$ cat src/rtl/flag_branch_unit_pkg.sv
// Shared constants for the flag/branch unit: opcodes, condition codes, flag bit
// positions and the per-opcode flag update mask.
package flag_pkg;

  localparam logic [3:0] OP_ADD = 4'b0000;
  localparam logic [3:0] OP_SUB = 4'b0001;
  localparam logic [3:0] OP_XOR = 4'b0010;
  localparam logic [3:0] OP_SLL = 4'b0100;
  localparam logic [3:0] OP_SRA = 4'b0101;
  localparam logic [3:0] OP_ROR = 4'b0110;

  localparam logic [2:0] CC_NE     = 3'b000;
  localparam logic [2:0] CC_EQ     = 3'b001;
  localparam logic [2:0] CC_GT     = 3'b010;
  localparam logic [2:0] CC_LT     = 3'b011;
  localparam logic [2:0] CC_GTE    = 3'b100;
  localparam logic [2:0] CC_LTE    = 3'b101;
  localparam logic [2:0] CC_OVF    = 3'b110;
  localparam logic [2:0] CC_UNCOND = 3'b111;

  localparam int FLAG_N = 2;
  localparam int FLAG_Z = 1;
  localparam int FLAG_V = 0;

  typedef logic [2:0] flag_mask_t;

  // Arithmetic ops own all three flags; logic/shift ops only report zero.
  function automatic flag_mask_t upd_mask(input logic [3:0] op);
    flag_mask_t m;
    m = '0;
    case (op)
      OP_ADD, OP_SUB:                 m = 3'b111;
      OP_XOR, OP_SLL, OP_SRA, OP_ROR: m[FLAG_Z] = 1'b1;
      default:                        m = '0;
    endcase
    return m;
  endfunction

endpackage

$ cat src/rtl/flag_branch_unit_if.sv
// Execute/fetch-side bundle for the flag/branch unit. The master drives ALU flags
// and branch requests, and the slave (the unit) returns the resolved branch.
interface flag_branch_unit_if #(
  parameter int DATA_W = 16,
  parameter int OP_W   = 4
);
  logic              flag_we_i;
  logic [OP_W-1:0]   alu_op_i;
  logic              n_i;
  logic              z_i;
  logic              v_i;
  logic              br_valid_i;
  logic              br_ready_o;
  logic [2:0]        br_cond_i;
  logic [DATA_W-1:0] br_target_i;
  logic [DATA_W-1:0] pc_plus2_i;
  logic              stall_i;
  logic              flush_i;
  logic              br_out_valid_o;
  logic              br_taken_o;
  logic [DATA_W-1:0] next_pc_o;
  logic [2:0]        flags_o;

  modport master (
    output flag_we_i, alu_op_i, n_i, z_i, v_i,
    output br_valid_i, br_cond_i, br_target_i, pc_plus2_i, stall_i, flush_i,
    input  br_ready_o, br_out_valid_o, br_taken_o, next_pc_o, flags_o
  );

  modport slave (
    input  flag_we_i, alu_op_i, n_i, z_i, v_i,
    input  br_valid_i, br_cond_i, br_target_i, pc_plus2_i, stall_i, flush_i,
    output br_ready_o, br_out_valid_o, br_taken_o, next_pc_o, flags_o
  );
endinterface

$ cat src/rtl/flag_branch_unit_cond_eval.sv
// Combinational branch condition resolver: {N,Z,V} flags and a 3-bit condition
// code in, taken out.
module cond_eval
  import flag_pkg::*;
(
  input  logic [2:0] i_flags,
  input  logic [2:0] i_cond,
  output logic       o_taken
);

  logic w_n, w_z, w_v;

  assign w_n = i_flags[FLAG_N];
  assign w_z = i_flags[FLAG_Z];
  assign w_v = i_flags[FLAG_V];

  always_comb begin
    o_taken = 1'b0;
    case (i_cond)
      CC_NE:     o_taken = ~w_z;
      CC_EQ:     o_taken = w_z;
      CC_GT:     o_taken = ~w_z & ~w_n;
      CC_LT:     o_taken = w_n;
      CC_GTE:    o_taken = w_z | ~w_n;
      CC_LTE:    o_taken = w_n | w_z;
      CC_OVF:    o_taken = w_v;
      CC_UNCOND: o_taken = 1'b1;
      default:   o_taken = 1'b0;
    endcase
  end

endmodule

$ cat src/rtl/flag_branch_unit.sv
// Architectural N/Z/V flag register plus registered branch resolution (latency 1).
// Define FLAG_BYPASS_EN to resolve branches on same-cycle ALU flags.
module flag_branch_unit
  import flag_pkg::*;
#(
  parameter int DATA_W = 16,
  parameter int OP_W   = 4
) (
  input logic               clk,
  input logic               rst_n,
  flag_branch_unit_if.slave bus
);

  logic [OP_W-1:0]   w_op;
  flag_mask_t        w_mask;
  logic [2:0]        w_flags_in;
  logic [2:0]        w_flags_nxt;
  logic [2:0]        w_flags_eff;
  logic              w_taken;
  logic              w_accept;

  logic [2:0]        r_flags;
  logic              r_out_valid;
  logic              r_taken;
  logic [DATA_W-1:0] r_next_pc;

  assign w_op        = bus.alu_op_i;
  assign w_mask      = bus.flag_we_i ? upd_mask(4'(w_op)) : '0;
  assign w_flags_in  = {bus.n_i, bus.z_i, bus.v_i};
  assign w_flags_nxt = (r_flags & ~w_mask) | (w_flags_in & w_mask);

`ifdef FLAG_BYPASS_EN
  assign w_flags_eff = w_flags_nxt;
`else
  assign w_flags_eff = r_flags;
`endif

  cond_eval u_cond_eval (
    .i_flags (w_flags_eff),
    .i_cond  (bus.br_cond_i),
    .o_taken (w_taken)
  );

  assign w_accept = bus.br_valid_i & ~bus.stall_i;

  // Flags track the ALU even while the branch path is stalled or flushed.
  always_ff @(posedge clk or negedge rst_n) begin
    if (!rst_n) r_flags <= '0;
    else        r_flags <= w_flags_nxt;
  end

  always_ff @(posedge clk or negedge rst_n) begin
    if (!rst_n) begin
      r_out_valid <= 1'b0;
      r_taken     <= 1'b0;
      r_next_pc   <= '0;
    end else if (bus.flush_i) begin
      r_out_valid <= 1'b0;
    end else if (bus.stall_i) begin
      r_out_valid <= r_out_valid;
    end else if (w_accept) begin
      r_out_valid <= 1'b1;
      r_taken     <= w_taken;
      r_next_pc   <= w_taken ? bus.br_target_i : bus.pc_plus2_i;
    end else begin
      r_out_valid <= 1'b0;
    end
  end

  assign bus.br_ready_o     = ~bus.stall_i;
  assign bus.br_out_valid_o = r_out_valid;
  assign bus.br_taken_o     = r_taken;
  assign bus.next_pc_o      = r_next_pc;
  assign bus.flags_o        = r_flags;

endmodule
$ cat src/flat_wrapper.sv
// flat-port wrapper written by rule: the top's interface ports become plain ports
module flag_branch_unit_flat import flag_pkg::*;
#(
  parameter int DATA_W = 16,
  parameter int OP_W   = 4
)
  (clk, rst_n, bus_flag_we_i, bus_alu_op_i, bus_n_i, bus_z_i, bus_v_i, bus_br_valid_i, bus_br_cond_i, bus_br_target_i, bus_pc_plus2_i, bus_stall_i, bus_flush_i, bus_br_ready_o, bus_br_out_valid_o, bus_br_taken_o, bus_next_pc_o, bus_flags_o);
  flag_branch_unit_if #(.DATA_W(DATA_W), .OP_W(OP_W)) bus_i ();
  input logic clk;
  input logic rst_n;
  input wire logic [$bits(bus_i.flag_we_i)-1:0] bus_flag_we_i;
  input wire logic [$bits(bus_i.alu_op_i)-1:0] bus_alu_op_i;
  input wire logic [$bits(bus_i.n_i)-1:0] bus_n_i;
  input wire logic [$bits(bus_i.z_i)-1:0] bus_z_i;
  input wire logic [$bits(bus_i.v_i)-1:0] bus_v_i;
  input wire logic [$bits(bus_i.br_valid_i)-1:0] bus_br_valid_i;
  input wire logic [$bits(bus_i.br_cond_i)-1:0] bus_br_cond_i;
  input wire logic [$bits(bus_i.br_target_i)-1:0] bus_br_target_i;
  input wire logic [$bits(bus_i.pc_plus2_i)-1:0] bus_pc_plus2_i;
  input wire logic [$bits(bus_i.stall_i)-1:0] bus_stall_i;
  input wire logic [$bits(bus_i.flush_i)-1:0] bus_flush_i;
  output wire logic [$bits(bus_i.br_ready_o)-1:0] bus_br_ready_o;
  output wire logic [$bits(bus_i.br_out_valid_o)-1:0] bus_br_out_valid_o;
  output wire logic [$bits(bus_i.br_taken_o)-1:0] bus_br_taken_o;
  output wire logic [$bits(bus_i.next_pc_o)-1:0] bus_next_pc_o;
  output wire logic [$bits(bus_i.flags_o)-1:0] bus_flags_o;
  assign bus_i.flag_we_i = bus_flag_we_i;
  assign bus_i.alu_op_i = bus_alu_op_i;
  assign bus_i.n_i = bus_n_i;
  assign bus_i.z_i = bus_z_i;
  assign bus_i.v_i = bus_v_i;
  assign bus_i.br_valid_i = bus_br_valid_i;
  assign bus_i.br_cond_i = bus_br_cond_i;
  assign bus_i.br_target_i = bus_br_target_i;
  assign bus_i.pc_plus2_i = bus_pc_plus2_i;
  assign bus_i.stall_i = bus_stall_i;
  assign bus_i.flush_i = bus_flush_i;
  assign bus_br_ready_o = bus_i.br_ready_o;
  assign bus_br_out_valid_o = bus_i.br_out_valid_o;
  assign bus_br_taken_o = bus_i.br_taken_o;
  assign bus_next_pc_o = bus_i.next_pc_o;
  assign bus_flags_o = bus_i.flags_o;
  flag_branch_unit #(.DATA_W(DATA_W), .OP_W(OP_W)) u_core (.clk(clk), .rst_n(rst_n), .bus(bus_i));
endmodule
$ cat config.mk
export PLATFORM = sky130hd
export DESIGN_NAME = flag_branch_unit_flat
export DESIGN_NICKNAME = d
export VERILOG_FILES = /design/src/rtl/flag_branch_unit_pkg.sv /design/src/rtl/flag_branch_unit_if.sv /design/src/rtl/flag_branch_unit_cond_eval.sv /design/src/rtl/flag_branch_unit.sv /design/src/flat_wrapper.sv
export SDC_FILE = /design/constraint.sdc
export NUM_CORES = 1
export LEC_CHECK = 0
export BUFFER_PORTS_ARGS = -buffer_cell sky130_fd_sc_hd__buf_2
export CAP_MARGIN = 20
export CORE_MARGIN = 2
export CORE_UTILIZATION = 45
export CTS_CLUSTER_DIAMETER = 50
export DETAILED_ROUTE_END_ITERATION = 16
export HOLD_SLACK_MARGIN = 0.05
export PLACE_DENSITY = 0.82
export SYNTH_ARGS = -nofsm -noshare
export SYNTH_HDL_FRONTEND = slang
export SYNTH_HIERARCHICAL = 1
export SYNTH_SLANG_ARGS = --single-unit
$ cat constraint.sdc
create_clock -name clk -period 3.8 [get_ports clk]
set_clock_uncertainty 0.15 [all_clocks]
set_input_delay 0.19 -clock clk [delete_from_list [all_inputs] [get_ports clk]]
set_output_delay 0.19 -clock clk [all_outputs]
set_load 0.02 [all_outputs]
Yosys cells after proc, flatten, opt, wreduce, memory -nomap -nowiden:

Index checks and enable logic that the tools add are counted.

* muxes and demuxes: 8
* equality and inequality tests: 13
* reductions and logical operators: 5
* bitwise gates (word level): 12

Operator list (number)
* 16-bit two-way mux: 1
* 3-bit equality test, second input constant: 4
* 4-bit by 3-bit equality test with 1-bit output, second input constant: 3
* 1-bit one-hot mux with 8 select lines: 1
* 3-bit AND: 2
* 3-bit by 2-bit equality test with 1-bit output, second input constant: 2
* 6-bit OR reduction: 1
* 1-bit two-way mux: 5
* 4-bit by 1-bit equality test with 1-bit output, second input constant: 1
* 4-bit by 2-bit equality test with 1-bit output, second input constant: 1
* 4-bit logical NOT: 1
* 1-bit NOT: 4
* 3-bit by 1-bit equality test with 1-bit output, second input constant: 1
* 3-bit logical NOT: 1
* 3-bit two-way mux: 1
* 3-bit NOT: 1
* 3-bit bitwise OR: 1
* 3-bit AND reduction: 1
* 1-bit AND: 2
* 2-bit by 1-bit inequality test with 1-bit output, second input constant: 1
* 1-bit bitwise OR: 2
* 2-bit OR reduction: 1

* output and inout bits: 22
* register bits: 21

Longest topological paths before layout:

Gate-level depths: netlist of run 1.

* depth after elaboration: 7
* gate-level depth with buffers: 8
* depth with buffers taken out: 6

Cells and area by module:

The synthesis of run 1 kept the hierarchy.

By module, submodules not included
* flag_branch_unit: area each 1021.0 um^2, seq. area each 525.5 um^2, instances 1, cells an instance 85
* cond_eval: area each 76.3 um^2, seq. area each 0.0 um^2, instances 1, cells an instance 11

Worst setup path before layout of run 1:

OpenSTA, ideal clock, no wires.

* path kind: flip-flop to flip-flop
* start point: register with a tool-made name
* end point: register u_core.r_taken (netlist: u_core/bus.br_taken_o)
* library setup time: 0.125 ns
* cell stages (with the launch flop): 8
* setup slack: 1.955 ns
* data arrival time: 1.570 ns
* required time: 3.525 ns
* path buffers: 2
* period minus slack after synthesis: 1.845 ns
* cell sequence: dfrtp_1 nand2_1 mux2i_1 a21oi_1 o21a_1 buf_4 buf_4 mux2_2

RTL lines
* end signal, assigned: RTL line flag_branch_unit.sv:63 `r_taken <= w_taken;`
* end, declared: RTL line flag_branch_unit.sv:24 `logic r_taken;`

==> results_dict.tcl, run 1 <==
set metrics [dict create \
    cts_tree "done" \
    place_inst 189 \
    start_kind "register" \
    totalWireLength_um 2980 \
    tightest_slew_ns 0.984 \
    post-cts-setup-buffers 0 \
    hpwlAfterDp_um 1820 \
    final_cell_count_no_fill 224 \
    dpl_worst_slack_ns 1.56 \
    drc 0 \
    core_area_um2 2250 \
    num_vias 1096 \
    areaGrowthSynthToFinish_pct 62.0 \
    grt_pass1_vias 1093 \
    final_nets 245 \
    peakVddDrop_uv 278 \
    yosysSeqAreaShare_pct 47.9 \
    timing.fmax_mhz 350 \
    clk_pin_slew_ns 0.12 \
    cp_common_cell "mux2i_1" \
    drive_gt1_share_pct 48.0 \
    arrival_ns 2.90 \
    power_leakage_nw 0.895 \
    grt.total_usage_pct 23.5 \
    hold_path.class "in -> reg" \
    synth_area_um2 1100 \
    vias_per_cell 4.89 \
    worst_slack_ns 0.943 \
    cts_buffer_depth 2 \
    path_class "reg -> reg" \
    portBuffers 69 \
    top_level_ports 70 \
    cts_buffers 3 \
    slew_violations 0 \
    setup_viol 0 \
    avgSynthCellArea_um2 11.4 \
    firstDrtPassIters 4 \
    cts-root-buf "clkbuf_4" \
    rsz0062_at_grt "false" \
    tns_ns 0 \
    ys_seq_elements 21 \
    yosys_warnings 6 \
    wl_per_cell_um 13.3 \
    finalHoldViolations 0 \
    period_needed_ns 2.86 \
    synthesis.nets 144 \
    outcome "finished clean" \
    synth_cell_types 18 \
    crit_required_ns 3.84 \
    relSlewSlack_pct 34.4 \
    drtAntennaViolNets 0 \
    maxCapViolCount 0 \
    finalCritPeriodShare_pct 75.2 \
    cp_max_fo 17 \
    grt_max_degree 34 \
    cp_slowest_cell "o21a_1" \
    dieWidth_um 53.4 \
    diodes 0 \
    die_y_um 53.4 \
    cellPowerDensity_nw_per_um2 394 \
    htreeDepth 1 \
    antenna_found_initial 0 \
    overflow 0 \
    crit_chain "nand2_1 > mux2i_1 > a21oi_1 > o21a_1 > mux2i_1 > dlygate4sd3_1 > a21oi_2" \
    gp_congestion 0.652 \
    drt_iter0_drc 9 \
    insertion_delay_ns 0.29 \
    die_area_um2 2850 \
    critPathCaptureType "register" \
    floorplan.initialDensity_pct 48.7 \
    cts.sinks 21 \
    rows 17 \
    max_stage_delay_ns 0.80 \
    grt_pass1_wl_um 4710 \
    synth_cells 96 \
]
==> routing by layer <==
metal / up-vias / GRT usage (%) / wire length (µm)
met3: 9 / 3.67 / 195
met1: 503 / 26.1 / 1160
met2: 53 / 44.2 / 1570
li1: 531 / - / -
met5: - / 0 / 0
met4: 0 / 8.55 / 53
==> path summary, 6_finish.rpt <==
kind	cells after the start	from	endpoint	slack, ns
min	3	bus_br_target_i[11]	u_core/bus.next_pc_o[11]	0.06
max in group asynchronous	2	rst_n	u_core/bus.next_pc_o[8]	2.96
min in group asynchronous	2	rst_n	u_core/bus.next_pc_o[9]	0.21
max reg2reg	7	register	u_core/bus.next_pc_o[1]	0.94
min reg2reg	1	u_core/bus.br_taken_o	u_core/bus.br_taken_o	0.37
max	7	register	u_core/bus.next_pc_o[1]	0.94
==> where the power goes <==
part	internal [mW]	total [mW]	leakage, nW	switching [mW]
sequential	0.268	0.294	0.237	0.0262
combinational	0.141	0.302	0.640	0.162
clock	0.0392	0.104	0.0177	0.0651
total	0.448	0.701	0.895	0.253
==> worst max-delay path, delay by kind of cell (launching register included) <==
| family | cells | cell delay, ns |
|---|---|---|
| and+or+nand+nor | 1 | 0.09 |
| DFF | 1 | 0.43 |
| AOI/OAI and AO/OA | 3 | 1.02 |
| buffers and inverters | 1 | 0.61 |
| muxes | 2 | 0.45 |
==> cells in the final DEF (no fill, tap or decap), types with 2 or more instances in the layout <==
cell	netlist	final
a21oi_1	4	4
a21oi_2	14	14
buf_2	0	69
clkbuf_4	0	3
dfrtp_1	21	21
dlygate4sd3_1	0	31
inv_1	2	2
mux2_2	4	4
mux2i_1	19	19
nand2b_1	2	2
nor2_1	17	17
==> final cells by class <==
class	instances	area [µm²]
tap	28	35.0
multi-input combinational	68	519
clock inverter	1	5.00
fill	140	477
sequential	21	526
timing repair buffer	101	663
clock buffer	3	22.5
inverter	2	7.51
==> synthesized netlist by cell type, drive strengths merged <==
library cell	count	area, µm²
nor2b	1	8.76
nor3	1	5.00
mux2	4	45.0
o21a	1	7.51
mux2i	19	190
buf	5	45.0
o31a	1	8.76
inv	2	7.51
nand2b	2	12.5
o21ai	1	5.00
nand2	1	3.75
nor3b	1	18.8
dfrtp	21	526
nand3b	1	7.51
nor2	17	63.8
a21oi	18	143
==> cells by family (layout without fill, tap and decap cells) <==
| group | Yosys count | in the layout | synth area share (%) |
|---|---|---|---|
| buffers and inverters | 7 | 107 | 4.79 |
| AND/OR/NAND/NOR | 24 | 24 | 10.9 |
| AO/OA/AOI/OAI | 21 | 21 | 14.9 |
| flip-flops | 21 | 21 | 47.9 |
| multiplexers | 23 | 23 | 21.4 |
==> per-stage QoR <==
stage	area (µm²)	total power, mW	utilization (%)	hold slack [ns]
after floorplan	1100	0.470	-	-0.256
after global placement	1440	0.551	63.9	0.0240
after detailed placement	1440	0.560	63.9	0.0190
after CTS	1770	0.701	78.4	0.0509
after global routing	1780	0.746	78.9	0.0507
final	1780	0.701	78.9	0.0556
==> repair_timing <==
| item | CTS | global route |
|---|---|---|
| resized for setup | 0 | 0 |
| hold buffers | 30 | 1 |
| hold endpoints to repair | 40 | 1 |
(Power assumes the default switching activity.)
==> run 2, diff against run 1 <==
--- a/config.mk
+++ b/config.mk
@@ -8,11 +8,11 @@
 export BUFFER_PORTS_ARGS = -buffer_cell sky130_fd_sc_hd__buf_2
 export CAP_MARGIN = 20
 export CORE_MARGIN = 2
-export CORE_UTILIZATION = 45
+export CORE_UTILIZATION = 42
 export CTS_CLUSTER_DIAMETER = 50
 export DETAILED_ROUTE_END_ITERATION = 16
 export HOLD_SLACK_MARGIN = 0.05
-export PLACE_DENSITY = 0.82
+export PLACE_DENSITY = 0.77
 export SYNTH_ARGS = -nofsm -noshare
 export SYNTH_HDL_FRONTEND = slang
 export SYNTH_HIERARCHICAL = 1
==> constraint.sdc (replaced) <==
create_clock -name clk -period 2.9 [get_ports clk]
set_clock_uncertainty 0.15 [all_clocks]
set_input_delay 0.145 -clock clk [delete_from_list [all_inputs] [get_ports clk]]
set_output_delay 0.145 -clock clk [all_outputs]
set_load 0.02 [all_outputs]
==> run 2 against run 1 <==
Critical path depth is 1 lower. Critical path type unchanged. Combinational power is 38% higher. First-iteration DRC count is 22% higher.
==> results_dict.tcl, run 2 (synthesized netlist as in run 1, its figures left out) <==
set metrics [dict create \
    arrival_ns 2.57 \
    mostFrequentLayoutCell "buf_2" \
    cts.sinks 21 \
    cts_buffers 3 \
    crit_chain "mux2i_1 > o31a_1 > o21a_2 > mux2i_1 > dlygate4sd3_1 > a21oi_2" \
    antenna_found_initial 0 \
    totalWireLength_um 3090 \
    relSlewSlack_pct 63.8 \
    peakVddDrop_uv 381 \
    whs_path_depth 3 \
    seq_area_um2 526 \
    r2r_setup_slack_ns 0.36 \
    firstDrtPassIters 4 \
    crit_required_ns 2.93 \
    insertion_delay_ns 0.30 \
    rsz0062_at_grt "false" \
    clkPwrFrac_pct 14.8 \
    overflow 0 \
    cellPowerDensity_nw_per_um2 509 \
    multiInputGateArea_um2 520 \
    tns_ns 0 \
    cp_slowest_cell "dlygate4sd3_1" \
    cp_common_cell "mux2i_1" \
    num-fill-cells 184 \
    num_vias 1093 \
    critPathCaptureType "register" \
    hold_path.class "in -> reg" \
    p_comb_share_pct 44.2 \
    grt_pass1_wl_um 4690 \
    drtAntennaViolNets 0 \
    final_cell_mix "buf_2, dlygate4sd3_1, dfrtp_1" \
    p_int_mw 0.606 \
    cts_tree "done" \
    power_leakage_nw 0.922 \
    pwr-share-seq_pct 41.0 \
    drc 0 \
    p_sw_share_pct 35.7 \
    finalCritPeriodShare_pct 87.6 \
    start_kind "register" \
    top_level_ports 70 \
    worstRegToRegCells 6 \
    fin_hold_ws_ns 0.0616 \
    gp_congestion 0.654 \
    timing.rr.end "u_core/bus.next_pc_o[14]" \
    rows 18 \
    finalHoldViolations 0 \
    min_from "bus_alu_op_i[0]" \
    floorplan.initialDensity_pct 44.3 \
    slew_violations 0 \
    post-cts-setup-buffers 0 \
    htreeDepth 1 \
    setup_viol 0 \
    tightest_slew_ns 0.542 \
    final_nets 252 \
    period_needed_ns 2.54 \
    grt.total_usage_pct 22.1 \
    dieWidth_um 55.1 \
    grt_max_degree 34 \
    max_stage_delay_ns 0.62 \
    diodes 0 \
    cts_buffer_depth 2 \
    cts-root-buf "clkbuf_4" \
    clk_pin_slew_ns 0.11 \
    portBuffers 69 \
    drt_iter0_drc 11 \
    areaGrowthSynthToFinish_pct 68.6 \
    vias_per_cell 4.69 \
    timing.fmax_mhz 394 \
    path_class "reg -> reg" \
    worst_slack_ns 0.361 \
    wl_per_cell_um 13.2 \
    switching_power_mw 0.337 \
    die_area_um2 3040 \
    die_y_um 55.1 \
    dpl_worst_slack_ns 0.632 \
    core_area_um2 2480 \
    hpwlAfterDp_um 1810 \
    grt_pass1_vias 1098 \
    maxCapViolCount 0 \
    cp_max_fo 17 \
    outcome "finished clean" \
    drive_gt1_share_pct 46.3 \
]
==> run 2: power by group through the flow <==
stage | Sequential [mW] | Clock (mW) | Combinational (mW)
floorplan | 0.465 | 0 | 0.151
global placement | 0.389 | 0 | 0.333
detailed placement | 0.391 | 0 | 0.343
CTS | 0.385 | 0.147 | 0.410
global route | 0.394 | 0.158 | 0.449
finish | 0.387 | 0.140 | 0.416
==> run 2: cell type report <==
class                      instances  area share, %
multi-input combinational         68           28.1
inverter                           2          0.406
tap                               30           2.03
timing repair buffer             108           39.6
clock buffer                       4           1.42
sequential                        21           28.4
==> run 2: worst max-delay path by stage <==
stage                                           to  depth (start not counted)  slack, ns
after floorplan              u_core/bus.br_taken_o                          7       1.06
after global placement     u_core/bus.next_pc_o[4]                          6       0.79
after detailed placement   u_core/bus.next_pc_o[2]                          5       0.63
after CTS                  u_core/bus.next_pc_o[2]                          6       0.12
after global routing       u_core/bus.next_pc_o[3]                          6       0.24
final                     u_core/bus.next_pc_o[14]                          6       0.36
==> run 2: metal layers <==
| metal | share of wire [%] | wire length (µm) | track usage (%) | vias up |
|---|---|---|---|---|
| li1 | - | - | - | 545 |
| met1 | 39 | 1210 | 22.4 | 490 |
| met2 | 54 | 1660 | 45.4 | 54 |
| met3 | 6.4 | 199 | 4.03 | 4 |
| met4 | 0.62 | 19 | 4.88 | 0 |
| met5 | 0 | 0 | 0 | - |
==> run 2: what timing repair did <==
action                                  in CTS  in global routing
gates resized for setup                      0                  1
endpoints found under the setup margin       0                 10
hold endpoints to repair                    41                  0
hold buffers                                38                  0
==> run 2: critical path: cells and delay by family (launching register included) <==
family	cells	cell delay, ns
AO/OA/AOI/OAI	3	0.69
multiplexers	2	0.54
buffers and inverters	1	0.62
flip-flops	1	0.43
==> run 2: per-stage QoR <==
step                      instances  total power, mW  cell area [µm²]  utilization [%]
final                           233            0.942             1850             74.7
after global routing            233             1.00             1850             74.7
after CTS                       233            0.942             1850             74.6
after detailed placement        191            0.734             1440             58.2
after global placement          191            0.722             1440             58.2
after floorplan                  96            0.616             1100                -
